File: config.mk
export PLATFORM = sky130hd
export DESIGN_NAME = register_file_param_flat
export DESIGN_NICKNAME = d
export VERILOG_FILES = /design/src/rtl/register_file_param_pkg.sv /design/src/rtl/register_file_param_if.sv /design/src/rtl/regfile_read_port.sv /design/src/rtl/register_file_param.sv /design/src/flat_wrapper.sv
export SDC_FILE = /design/constraint.sdc
export NUM_CORES = 1
export LEC_CHECK = 0
export CAP_MARGIN = 20
export CORE_MARGIN = 1.5
export CORE_UTILIZATION = 51
export CTS_BUF_LIST = sky130_fd_sc_hd__clkbuf_8
export DETAILED_ROUTE_END_ITERATION = 8
export PLACE_DENSITY = 0.79
export SYNTH_ARGS = -nofsm -noshare
export SYNTH_HDL_FRONTEND = slang
export SYNTH_HIERARCHICAL = 1
export SYNTH_SLANG_ARGS = --single-unit
File: constraint.sdc
create_clock -name clock -period 2 [get_ports clock]
set_clock_uncertainty 0.15 [all_clocks]
set_input_delay 0.4 -clock clock [delete_from_list [all_inputs] [get_ports clock]]
set_output_delay 0.4 -clock clock [all_outputs]
set_load 0.02 [all_outputs]
File: src/rtl/register_file_param_pkg.sv
// Shared sizing helpers and default dimensions for the parametrised register file.
package register_file_param_pkg;

  localparam int unsigned DEFAULT_DATA_WIDTH = 32;
  localparam int unsigned DEFAULT_REG_COUNT  = 4;
  localparam int unsigned BYTE_WIDTH         = 8;
  localparam int unsigned BYTES_PER_WORD     = DEFAULT_DATA_WIDTH / BYTE_WIDTH;

  // Ceiling log2; callers guarantee value >= 2.
  function automatic int unsigned clog2(input int unsigned value);
    int unsigned result;
    int unsigned remaining;
    result    = 0;
    remaining = value - 1;
    while (remaining != 0) begin
      result    = result + 1;
      remaining = remaining >> 1;
    end
    return result;
  endfunction

  function automatic int unsigned bytes_per_word(input int unsigned width);
    return width / BYTE_WIDTH;
  endfunction

endpackage

File: src/rtl/register_file_param_if.sv
// Issue/writeback bus of the register file: write port, reservation port and packed read ports.
interface register_file_param_if import register_file_param_pkg::*; #(
  parameter int unsigned DATA_WIDTH = DEFAULT_DATA_WIDTH,
  parameter int unsigned REG_COUNT  = DEFAULT_REG_COUNT,
  parameter int unsigned READ_PORTS = 2
);

  localparam int unsigned ADDR_WIDTH = clog2(REG_COUNT);
  localparam int unsigned BYTE_LANES = bytes_per_word(DATA_WIDTH);

  logic                             write_enable;
  logic [ADDR_WIDTH-1:0]            write_register;
  logic [DATA_WIDTH-1:0]            write_data;
  logic [BYTE_LANES-1:0]            write_byte_enable;
  logic                             reserve_enable;
  logic [ADDR_WIDTH-1:0]            reserve_register;
  logic [READ_PORTS*ADDR_WIDTH-1:0] read_register;
  logic [READ_PORTS*DATA_WIDTH-1:0] read_data;
  logic [READ_PORTS-1:0]            read_busy;
  logic [REG_COUNT-1:0]             pending_vector;

  modport master (
    output write_enable,
    output write_register,
    output write_data,
    output write_byte_enable,
    output reserve_enable,
    output reserve_register,
    output read_register,
    input  read_data,
    input  read_busy,
    input  pending_vector
  );

  modport slave (
    input  write_enable,
    input  write_register,
    input  write_data,
    input  write_byte_enable,
    input  reserve_enable,
    input  reserve_register,
    input  read_register,
    output read_data,
    output read_busy,
    output pending_vector
  );

endinterface

File: src/rtl/regfile_read_port.sv
// One combinational read port: storage lookup, optional write bypass, zero register and busy flag.
module regfile_read_port import register_file_param_pkg::*; #(
  parameter int unsigned  DATA_WIDTH = DEFAULT_DATA_WIDTH,
  parameter int unsigned  REG_COUNT  = DEFAULT_REG_COUNT,
  parameter bit           ZERO_REG   = 1'b0,
  parameter bit           BYPASS     = 1'b1,
  localparam int unsigned ADDR_WIDTH = clog2(REG_COUNT),
  localparam int unsigned BYTE_LANES = bytes_per_word(DATA_WIDTH)
) (
  input  logic [ADDR_WIDTH-1:0]           addr,
  input  logic [REG_COUNT*DATA_WIDTH-1:0] regs_flat,
  input  logic                            wr_en,
  input  logic [ADDR_WIDTH-1:0]           wr_addr,
  input  logic [DATA_WIDTH-1:0]           wr_data,
  input  logic [BYTE_LANES-1:0]           wr_be,
  input  logic                            res_en,
  input  logic [ADDR_WIDTH-1:0]           res_addr,
  input  logic [REG_COUNT-1:0]            pending,
  output logic [DATA_WIDTH-1:0]           data_c,
  output logic                            busy_c
);

  logic [REG_COUNT-1:0][DATA_WIDTH-1:0] words;
  logic [DATA_WIDTH-1:0]                stored;
  logic [DATA_WIDTH-1:0]                merged;
  logic                                 write_hit;
  logic                                 reserve_hit;

  assign words       = regs_flat;
  assign stored      = words[addr];
  assign write_hit   = BYPASS && wr_en && (wr_addr == addr);
  assign reserve_hit = res_en && (res_addr == addr);

  // Per-lane forwarding: only enabled bytes of a matching write bypass the array.
  for (genvar b = 0; b < BYTE_LANES; b++) begin : g_lane
    assign merged[b*BYTE_WIDTH +: BYTE_WIDTH] = (write_hit && wr_be[b])
                                              ? wr_data[b*BYTE_WIDTH +: BYTE_WIDTH]
                                              : stored[b*BYTE_WIDTH +: BYTE_WIDTH];
  end

  always_comb begin
    data_c = merged;
    if (ZERO_REG && (addr == '0)) begin
      data_c = '0;
    end
  end

  // A retiring producer releases the stall early unless a new producer is issued alongside it.
  always_comb begin
    busy_c = pending[addr];
    if (write_hit && !reserve_hit) begin
      busy_c = 1'b0;
    end
  end

endmodule

File: src/rtl/register_file_param.sv
// Parametrised register file with byte-enable writes, write bypass and a per-register pending scoreboard.
module register_file_param import register_file_param_pkg::*; #(
  parameter int unsigned DATA_WIDTH = DEFAULT_DATA_WIDTH,
  parameter int unsigned REG_COUNT  = DEFAULT_REG_COUNT,
  parameter int unsigned READ_PORTS = 2,
  parameter bit          ZERO_REG   = 1'b0,
  parameter bit          BYPASS     = 1'b1
) (
  input logic                  clock,
  input logic                  reset_n,
  register_file_param_if.slave bus
);

  localparam int unsigned ADDR_WIDTH = clog2(REG_COUNT);
  localparam int unsigned BYTE_LANES = bytes_per_word(DATA_WIDTH);

  logic [REG_COUNT-1:0][DATA_WIDTH-1:0]  regs_q;
  logic [REG_COUNT-1:0][DATA_WIDTH-1:0]  regs_d;
  logic [REG_COUNT-1:0]                  pending_q;
  logic [REG_COUNT-1:0]                  pending_d;
  logic [DATA_WIDTH-1:0]                 write_word;
  logic                                  write_commit;
  logic                                  reserve_commit;
  logic [READ_PORTS-1:0][DATA_WIDTH-1:0] rd_data;
  logic [READ_PORTS-1:0]                 rd_busy;

  // Register 0 silently drops writes and reservations when hardwired to zero.
  assign write_commit   = bus.write_enable
                          && !(ZERO_REG && (bus.write_register == '0));
  assign reserve_commit = bus.reserve_enable
                          && !(ZERO_REG && (bus.reserve_register == '0));

  for (genvar b = 0; b < BYTE_LANES; b++) begin : g_wlane
    assign write_word[b*BYTE_WIDTH +: BYTE_WIDTH] = bus.write_byte_enable[b]
                                                  ? bus.write_data[b*BYTE_WIDTH +: BYTE_WIDTH]
                                                  : regs_q[bus.write_register][b*BYTE_WIDTH +: BYTE_WIDTH];
  end

  always_comb begin
    regs_d = regs_q;
    if (write_commit) begin
      regs_d[bus.write_register] = write_word;
    end
  end

  // Reservation is applied after the writeback clear so a same-register reserve wins.
  always_comb begin
    pending_d = pending_q;
    if (bus.write_enable) begin
      pending_d[bus.write_register] = 1'b0;
    end
    if (reserve_commit) begin
      pending_d[bus.reserve_register] = 1'b1;
    end
  end

  always_ff @(posedge clock or negedge reset_n) begin
    if (!reset_n) begin
      regs_q    <= '0;
      pending_q <= '0;
    end else begin
      regs_q    <= regs_d;
      pending_q <= pending_d;
    end
  end

  for (genvar p = 0; p < READ_PORTS; p++) begin : g_port
    regfile_read_port #(
      .DATA_WIDTH (DATA_WIDTH),
      .REG_COUNT  (REG_COUNT),
      .ZERO_REG   (ZERO_REG),
      .BYPASS     (BYPASS)
    ) u_read_port (
      .addr      (bus.read_register[p*ADDR_WIDTH +: ADDR_WIDTH]),
      .regs_flat (regs_q),
      .wr_en     (write_commit),
      .wr_addr   (bus.write_register),
      .wr_data   (bus.write_data),
      .wr_be     (bus.write_byte_enable),
      .res_en    (reserve_commit),
      .res_addr  (bus.reserve_register),
      .pending   (pending_q),
      .data_c    (rd_data[p]),
      .busy_c    (rd_busy[p])
    );
  end

  assign bus.read_data      = rd_data;
  assign bus.read_busy      = rd_busy;
  assign bus.pending_vector = pending_q;

endmodule

File: src/flat_wrapper.sv
// flat-port wrapper written by rule: the top's interface ports become plain ports
module register_file_param_flat import register_file_param_pkg::*;
#(
  parameter int unsigned DATA_WIDTH = DEFAULT_DATA_WIDTH,
  parameter int unsigned REG_COUNT  = DEFAULT_REG_COUNT,
  parameter int unsigned READ_PORTS = 2,
  parameter bit          ZERO_REG   = 1'b0,
  parameter bit          BYPASS     = 1'b1
)
  (clock, reset_n, bus_write_enable, bus_write_register, bus_write_data, bus_write_byte_enable, bus_reserve_enable, bus_reserve_register, bus_read_register, bus_read_data, bus_read_busy, bus_pending_vector);
  register_file_param_if #(.DATA_WIDTH(DATA_WIDTH), .REG_COUNT(REG_COUNT), .READ_PORTS(READ_PORTS)) bus_i ();
  input logic clock;
  input logic reset_n;
  input wire logic [$bits(bus_i.write_enable)-1:0] bus_write_enable;
  input wire logic [$bits(bus_i.write_register)-1:0] bus_write_register;
  input wire logic [$bits(bus_i.write_data)-1:0] bus_write_data;
  input wire logic [$bits(bus_i.write_byte_enable)-1:0] bus_write_byte_enable;
  input wire logic [$bits(bus_i.reserve_enable)-1:0] bus_reserve_enable;
  input wire logic [$bits(bus_i.reserve_register)-1:0] bus_reserve_register;
  input wire logic [$bits(bus_i.read_register)-1:0] bus_read_register;
  output wire logic [$bits(bus_i.read_data)-1:0] bus_read_data;
  output wire logic [$bits(bus_i.read_busy)-1:0] bus_read_busy;
  output wire logic [$bits(bus_i.pending_vector)-1:0] bus_pending_vector;
  assign bus_i.write_enable = bus_write_enable;
  assign bus_i.write_register = bus_write_register;
  assign bus_i.write_data = bus_write_data;
  assign bus_i.write_byte_enable = bus_write_byte_enable;
  assign bus_i.reserve_enable = bus_reserve_enable;
  assign bus_i.reserve_register = bus_reserve_register;
  assign bus_i.read_register = bus_read_register;
  assign bus_read_data = bus_i.read_data;
  assign bus_read_busy = bus_i.read_busy;
  assign bus_pending_vector = bus_i.pending_vector;
  register_file_param #(.DATA_WIDTH(DATA_WIDTH), .REG_COUNT(REG_COUNT), .READ_PORTS(READ_PORTS), .ZERO_REG(ZERO_REG), .BYPASS(BYPASS)) u_core (.clock(clock), .reset_n(reset_n), .bus(bus_i));
endmodule
==> reports/qor.csv <==
metric;value;unit
status;finished with violations;
violations;setup timing;
layout-drive-gt1-share;66.1;%
ant_nets;0;
grt_pass1_vias;6420;
die_h;128;um
synth.distinct_cells;38;
tightestPinTransition;381;ps
grt_remaining_overflow;0;
fin_area;11500;sq um
initial_core_util;52.6;%
hp-class;primary input to async pin;
p_seq_share;35.8;%
relSlewSlack;73.9;%
n_fill_cell;959;
h-tree-depth;4;
syn_area;8020;sq um
setup-violations-final;66;
pre_cts_slack;-1180;ps
fin_tns_setup;-19330;ps
track_usage;27.3;%
seq_area;3300;sq um
clk_latency;450;ps
yosysWarnings;6;
multiInputGateArea;4770;sq um
cts.sinks;132;
internal-power;0.00711;W
seq_area_frac_synth;41.2;%
synth_top_cell_by_area;dfrtp_1;
synth_seq_cells;132;
placed_area;10600;sq um
crit_arrival;1830;ps
synthTopCellsByArea;dfrtp_1 41%, mux2_2 24%, mux4_2 19%, mux2_1 1.7%, nor3_4 1.6%;
route.detailed.drc;0;
avgSynthCellArea;15.1;sq um
io_pins;118;
post-dp-hpwl;14700;um
gp_congestion;0.806;
io_buffers;117;
p_sw_share;31.0;%
die-width;128;um
peakVddDrop;0.624;mV
cts-root-buf;clkbuf_8;
rows;45;
synthCells;533;
synth_common_cells;170 x mux2_2, 132 x dfrtp_1, 66 x mux4_2, 17 x nand2_1, 13 x buf_2;
coreArea;15300;sq um
p_switching;0.00320;W
cts-root-to-sink-buffers;2;
synth_edf_count;0;
p_per_area;899;nW/um^2
wire_per_inst;21.5;um
layout_min_cycle_time;2380;ps
vias_per_cell;5.90;
antenna_found_initial;1;
synth_ff_type;dfrtp_1;
grt_max_degree;49;
dieArea;16500;sq um
drt-total-wl;21500;um
async_flop_share;100;%
grt_pass1_wl;33700;um
fmax;420;MHz
cp.required;1450;ps
p_leak;4.95;nW
clkPwrFrac;23.3;%
endpoint_kind;primary output;
clk_pin_slew;80;ps
drt_iter0_drc;351;
final_max_slew_viol_count;0;
cts_tree;built;
setup_slack;-379;ps
maxCapViolations;0;
area_growth;42.9;%
fin_crit_sh;119;%
cp-start-kind;flip-flop;
fin_nets;825;
hold_viol_final;0;
synth_top_cell_area_share;41.2;%
synthMostInstantiatedCell;mux2_2;
crit_type;flip-flop to primary output;
first_pass_iters;5;
pwr-share-comb;41.0;%
crit_path_max_fanout;3;
synthesis.nets;581;
vias;5916;
numCtsBuffers;17;
rsz0062_at_grt;yes;
-- state kept, by name (all words and copies together), names as in the netlist --
name / flops
u_core/regs_q: 128
u_core/bus.pending_vector: 4
-- final timing paths --
kind,start,endpoint,slack [ps],cells after the start
setup / recovery,u_core/regs_q[16]$_DFFE_PN0P_,bus_read_data[16],-380,3
hold / removal,reset_n,u_core/regs_q[3]$_DFFE_PN0P_,260,2
setup reg to reg,u_core/regs_q[76]$_DFFE_PN0P_,u_core/regs_q[12]$_DFFE_PN0P_,450,5
hold reg to reg,u_core/regs_q[53]$_DFFE_PN0P_,u_core/regs_q[53]$_DFFE_PN0P_,370,1
max in group asynchronous,reset_n,u_core/regs_q[22]$_DFFE_PN0P_,850,3
min in group clock,bus_reserve_register[1],u_core/bus.pending_vector[3]$_DFF_PN0_,360,2
-- cell families (layout without fill, tap and decap cells) --
group | count (synthesis) | after routing | share of synthesized area [%]
muxes | 250 | 250 | 44.3
DFF | 132 | 132 | 41.2
and+or+nand+nor | 60 | 60 | 6.39
buffers and inverters | 43 | 300 | 3.20
AOI/OAI and AO/OA | 40 | 40 | 3.67
xor gates and xnor gates | 8 | 8 | 1.25
other | 0 | 1 | 0
-- stage by stage --
step           hold WS, ps  power, W  utilization, %  std cells
6_report               260    0.0103            75.1       1002
3_5_place_dp           197   0.00757            69.4        949
4_1_cts                254    0.0103            74.9        998
5_1_grt                281    0.0108            75.1       1002
3_3_place_gp           194   0.00737            69.4        949
2_1_floorplan        -45.6   0.00594               -        533
-- power groups by stage --
stage | clock, W | combinational, W | sequential, W
after floorplan | 0 | 0.00235 | 0.00359
after global placement | 0 | 0.00376 | 0.00361
after detailed placement | 0 | 0.00385 | 0.00372
after CTS | 0.00245 | 0.00420 | 0.00367
after global routing | 0.00256 | 0.00445 | 0.00375
final | 0.00240 | 0.00422 | 0.00369
-- repair_timing --
action,CTS,global route
gates cloned,2,0
pin swaps,10,2
hold endpoints to repair,25,0
buffers inserted,15,4
endpoints found under the setup margin,72,66
gates resized for setup,456,5
hold buffers,1,0
-- worst max-delay path, cell delays in order (launching register included) --
cell and delay [ps]:
dfrtp_1 430, mux4_2 520, mux2_4 290, buf_6 130
-- layout by cell type, fill, tap and decap left out, drive strengths merged, types with 2 or more instances in the layout --
cell and n:
a2111oi 2, a21oi 4, a31oi 2, a32o 4, and3 4, buf 213, bufinv 3, clkbuf 18
clkdlybuf4s50 34, clkinv 5, dfrtp 132, dlygate4sd2 8, inv 15, mux2 182, mux2i 2, mux4 66
nand2 17, nand2b 3, nand3 11, nand4 4, nor2 7, nor2b 2, nor3 8, o2111ai 6
o21ai 7, o22ai 5, o2bb2ai 7, xnor2 4, xor2 4
-- metal layers --
metal	track usage, %	vias to the layer above	part of all wire, %
li1	-	2579	-
met1	33.4	3101	40
met2	48.7	204	53
met3	5.70	32	4.8
met4	8.59	0	1.8
met5	0	-	0
-- cell type report --
type	count	share of cell area (%)
Timing Repair Buffer	258	23.2
Multi-Input combinational cell	358	41.6
Tap cell	211	2.30
Antenna cell	1	0.0218
Inverter	10	0.328
Clock inverter	14	1.54
Clock buffer	18	2.16
Sequential cell	132	28.8
Power figures use the tool's default switching activity.
